===== src/rtl/req_capture_fifo.sv =====
// Captures a quasi-static request word a fixed settle time after each request
// pulse and queues it in a small FIFO for a valid/ready consumer.
module req_capture_fifo #(
    parameter int DATA_W     = 32,
    parameter int DEPTH      = 4,
    parameter int SETTLE_CYC = 2
) (
    input  logic                     clkB,
    input  logic                     resetB,
    input  logic                     req_pulse,
    input  logic [DATA_W-1:0]        req_data,
    output logic                     cmd_valid,
    output logic [DATA_W-1:0]        cmd_data,
    input  logic                     cmd_ready,
    output logic [$clog2(DEPTH):0]   fifo_level,
    output logic                     ovf_err,
    output logic                     drop_err,
    input  logic                     err_clr,
    output logic [15:0]              accept_cnt
);

    localparam int AW = $clog2(DEPTH);
    localparam logic [3:0] SETTLE_LD =
        (SETTLE_CYC == 0) ? 4'd0 : 4'(SETTLE_CYC - 1);

    typedef enum logic [1:0] {IDLE, SETTLE, WRITE} state_t;

    state_t            state_q, state_d;
    logic [3:0]        cnt_q, cnt_d;
    logic [AW:0]       wptr_q, wptr_d;
    logic [AW:0]       rptr_q, rptr_d;
    logic              valid_q, valid_d;
    logic              ovf_q, ovf_d;
    logic              drop_q, drop_d;
    logic [15:0]       acc_q, acc_d;
    logic [DATA_W-1:0] mem_q [DEPTH];

    logic full;
    logic pop;
    logic push;
    logic ovf_ev;
    logic drop_ev;

    assign full = (wptr_q[AW] != rptr_q[AW]) &&
                  (wptr_q[AW-1:0] == rptr_q[AW-1:0]);
    assign pop  = valid_q && cmd_ready;

    always_ff @(posedge clkB or negedge resetB) begin
        if (!resetB) begin
            state_q <= IDLE;
            cnt_q   <= '0;
            wptr_q  <= '0;
            rptr_q  <= '0;
            valid_q <= 1'b0;
            ovf_q   <= 1'b0;
            drop_q  <= 1'b0;
            acc_q   <= '0;
        end else begin
            state_q <= state_d;
            cnt_q   <= cnt_d;
            wptr_q  <= wptr_d;
            rptr_q  <= rptr_d;
            valid_q <= valid_d;
            ovf_q   <= ovf_d;
            drop_q  <= drop_d;
            acc_q   <= acc_d;
        end
    end

    always_comb begin
        state_d = state_q;
        cnt_d   = cnt_q;
        unique case (state_q)
            IDLE: begin
                if (req_pulse) begin
                    if (SETTLE_CYC == 0) begin
                        state_d = WRITE;
                    end else begin
                        state_d = SETTLE;
                        cnt_d   = SETTLE_LD;
                    end
                end
            end
            SETTLE: begin
                if (cnt_q == 4'd0) state_d = WRITE;
                else               cnt_d   = cnt_q - 4'd1;
            end
            WRITE:   state_d = IDLE;
            default: state_d = IDLE;
        endcase
    end

    // A full FIFO still accepts the word when the head leaves on the same edge.
    always_comb begin
        push    = (state_q == WRITE) && (!full || pop);
        ovf_ev  = (state_q == WRITE) && full && !pop;
        drop_ev = req_pulse && (state_q != IDLE);
        wptr_d  = wptr_q + (AW+1)'(push);
        rptr_d  = rptr_q + (AW+1)'(pop);
        valid_d = (wptr_d != rptr_d);
        ovf_d   = ovf_ev  || (ovf_q  && !err_clr);
        drop_d  = drop_ev || (drop_q && !err_clr);
        acc_d   = acc_q + 16'(push);
    end

    always_ff @(posedge clkB) begin
        if (push) mem_q[wptr_q[AW-1:0]] <= req_data;
    end

    assign cmd_valid  = valid_q;
    assign cmd_data   = valid_q ? mem_q[rptr_q[AW-1:0]] : '0;
    assign fifo_level = wptr_q - rptr_q;
    assign ovf_err    = ovf_q;
    assign drop_err   = drop_q;
    assign accept_cnt = acc_q;

endmodule


===== config.mk =====
export PLATFORM = sky130hd
export DESIGN_NAME = req_capture_fifo
export DESIGN_NICKNAME = d
export VERILOG_FILES = /design/src/rtl/req_capture_fifo.sv
export SDC_FILE = /design/constraint.sdc
export NUM_CORES = 1
export LEC_CHECK = 0
export BUFFER_PORTS_ARGS = -buffer_cell sky130_fd_sc_hd__clkbuf_2
export CAP_MARGIN = 20
export CORE_MARGIN = 2
export CORE_UTILIZATION = 57
export CTS_BUF_LIST = sky130_fd_sc_hd__clkbuf_16
export CTS_CLUSTER_DIAMETER = 30
export DETAILED_ROUTE_END_ITERATION = 16
export PLACE_DENSITY = 0.79
export SLEW_MARGIN = 20
export SYNTH_ARGS = -nofsm -noshare
export SYNTH_HDL_FRONTEND = slang
export SYNTH_SLANG_ARGS = --single-unit

===== constraint.sdc =====
create_clock -name clkB -period 5.4 [get_ports clkB]
set_clock_uncertainty 0.2 [all_clocks]
set_input_delay 1.08 -clock clkB [delete_from_list [all_inputs] [get_ports clkB]]
set_output_delay 1.08 -clock clkB [all_outputs]
set_load 0.02 [all_outputs]

==> run metrics <==
register bit total from synthesis=between 150 and 200; Mapped Avg Cell Area=19.09 um2; Post-synth ARST share=0.1950; DRT Wirelength=around 11000 um; I/O pin cnt=just over 90; met3 wire len=~630 um; Rel. slew slack=0.3610; sequential share of power=0.405; Post-CTS Hold Fix Bufs=0; CP max stage delay=roughly 0.89 ns; global-route total usage across every layer=0.2059; power density over the cells=about 530 nW/um2; fillers=just under 700; Final setup violation count=0; Setup Fix Bufs, Post-CTS=0; number of diodes=0; Psw=around 0.0013 W; IO buf count=90; Net Count, Synth=382; Post-Place Worst Slack=about 1.9 ns; Worst setup EP type=primary output; GRT overflow=0; CTS Buf Count=17; max layer used=met4; Synth area leader=edfxtp_1; largest net degree at the start of global routing=35; crit path max-delay cell type=dfrtp_2; global-route wire length before repair=17750 um; share of cells above drive strength 1=0.3592; Pre-antenna DRT Iters=4; Post-synth EDFFs=roughly 130; Yosys top cell area share=0.6029; Top delay family on crit path=flip-flops; Vias/cell=between 5 and 6; sequential cell area fraction in the yosys report=0.7246; final hold vios=0; Synth Flop Type=edfxtp_1; root buffer cell=clkbuf_16; post-CTS sizing=0; Comb power frac=0.304; WL/cell=~19 um; initial antenna violation count=0; Power, Total=0.003983 W; nets=486; CTS sink cnt=roughly 160; critical path startpoint category=flop; Clock Latency Late Sink=between 0.4 and 0.5 ns; Chip Width=roughly 110 um; initial DRC count=around 180; Synth Cell Area=around 6400 um2; vias in the first global route=~3400; drt drc=0; Hold Crit Class=reg2reg; Critical Path AT=2.59 ns; Initial Util=0.5855; Slew @ Worst Pin=approximately 0.96 ns; Die Height=109.8 um; max cap viols=0; most frequent cells after synthesis=edfxtp_1, and2_1, dfrtp_1; Yosys Warn Count=0; top-count cell post-synth=edfxtp_1; met1 WL=4596 um; Final WS setup=~1.5 ns; largest cells by area after synthesis=edfxtp_1, dfrtp_1, mux4_2; Post-DRT Antenna Nets=0; Clock power frac=0.291; number of buffers and inverters on the critical path=2; Leak=slightly below 3 nW; Reg clk slew, reported paths=0.06 ns; Vias=about 3300; setup TNS=0 ns; crit-path max FO=24; Peak supply drop=~410 uV; RSZ-0062 raised after global routing=false; Max Fclk=258.6 MHz; outcome=finished, final reports clean; htree depth=4; CTS tree=done; Clock Path Buffers=2; utilization after layout=0.6928; sw frac=0.3181; kind of critical path=reg2out; WP data required=about 4.1 ns; Core Region=between 10000 and 15000 um2; hpwl dp=slightly below 7000 um; Cell Rows=38; met2 wire length=a little under 6000 um; crit share post-route=0.7162; synthesized instance count=roughly 330; Final min period=3.868 ns; Area Overhead vs Synth=18.33%; die footprint=approximately 12000 um2; GPL Wtd Cong=between 0.7 and 0.8; crit path cell chain=buf_4 > mux4_1 > and2_1 > clkbuf_2; Unique masters post-synth=37; Pint=around 0.0027 W; Max Slew Vio Count=0
[logic make-up (layout without fill, tap and decap cells)]
group                      count (synthesis)  count (layout)  share of synthesized area
xor gates and xnor gates                  21              21                    0.02885
DFF                                      159             159                     0.7246
AOI/OAI and AO/OA                          8               8                   0.008245
muxes                                     35              35                     0.1191
buffers and inverters                     23             140                    0.02296
adders and majority gates                 11              11                    0.02277
and+or+nand+nor                           77              77                    0.07341
[state kept, by name, indices dropped and copies added, names as in the netlist, 2 cells and up]
| register | flops |
|---|---|
| mem_q | 128 |
| accept_cnt | 16 |
| state_q | 2 |
| cnt_q | 4 |
| rptr_q | 3 |
| wptr_q | 3 |
[path summary, 6_finish.rpt]
path | end | from | cells past startpoint | slack [ns]
max reg2reg | mem_q[2][1] | rptr_q[0] | 4 | 2.25
max | cmd_data[31] | rptr_q[0] | 4 | 1.53
min in group asynchronous | drop_err | resetB | 1 | 0.52
min reg2reg | cnt_q[0] | cnt_q[0] | 1 | 0.28
max in group asynchronous | rptr_q[0] | resetB | 1 | 3.96
min | cnt_q[0] | cnt_q[0] | 1 | 0.28
[through the flow]
stage	cell area, um2	hold WS, ns	std cells
final	7543	0.2801	591
after global routing	7543	0.3108	591
after CTS	7543	0.2875	591
after detailed placement	6965	0.2712	559
after global placement	6965	0.2572	559
after floorplan	6375	0.2497	334
[power by group through the flow]
| stage | logic, W | clock network (W) | registers, W |
|---|---|---|---|
| after floorplan | 0.000956 | 0 | 0.00157 |
| after global placement | 0.00119 | 0 | 0.00163 |
| after detailed placement | 0.00121 | 0 | 0.00164 |
| after CTS | 0.00123 | 0.00118 | 0.00162 |
| after global routing | 0.00131 | 0.00123 | 0.00164 |
| final | 0.00121 | 0.00116 | 0.00161 |
[per-layer routing]
layer / GRT usage / vias up
met1: 0.2525 / 1690
li1: - / 1499
met5: 0 / -
met2: 0.3444 / 104
met4: 0.09042 / 0
met3: 0.05691 / 16
[worst reg2reg max path, stage by stage (launching register included)]
cell	delay, ns
dfrtp_2	0.89
ha_1	0.42
a41o_1	0.29
nor3_2	0.51
buf_4	0.47
[area by class of cell]
| cell class | count | area (um2) | area share |
|---|---|---|---|
| tap | 140 | 175.2 | 0.02322 |
| clock inverter | 15 | 152.6 | 0.02024 |
| multi-input combinational | 152 | 1629 | 0.2160 |
| clock buffer | 17 | 425.4 | 0.05639 |
| inverter | 12 | 45.04 | 0.005971 |
| sequential | 159 | 4621 | 0.6125 |
| timing repair buffer | 96 | 495.5 | 0.06568 |
[cell usage in the layout (no fill, tap or decap), drive strengths merged, types with 2 or more instances in the layout]
cell	instances
and2	33
and3	2
buf	6
bufinv	3
clkbuf	107
clkinv	8
clkinvlp	3
dfrtp	31
edfxtp	128
ha	10
inv	13
mux2i	2
mux4	32
nand2	8
nand2b	2
nand3	5
nand4	6
nor2	2
nor3	8
nor4	4
o21ai	4
xnor2	7
xor2	14
No activity file was read; power rests on OpenSTA's default activity.
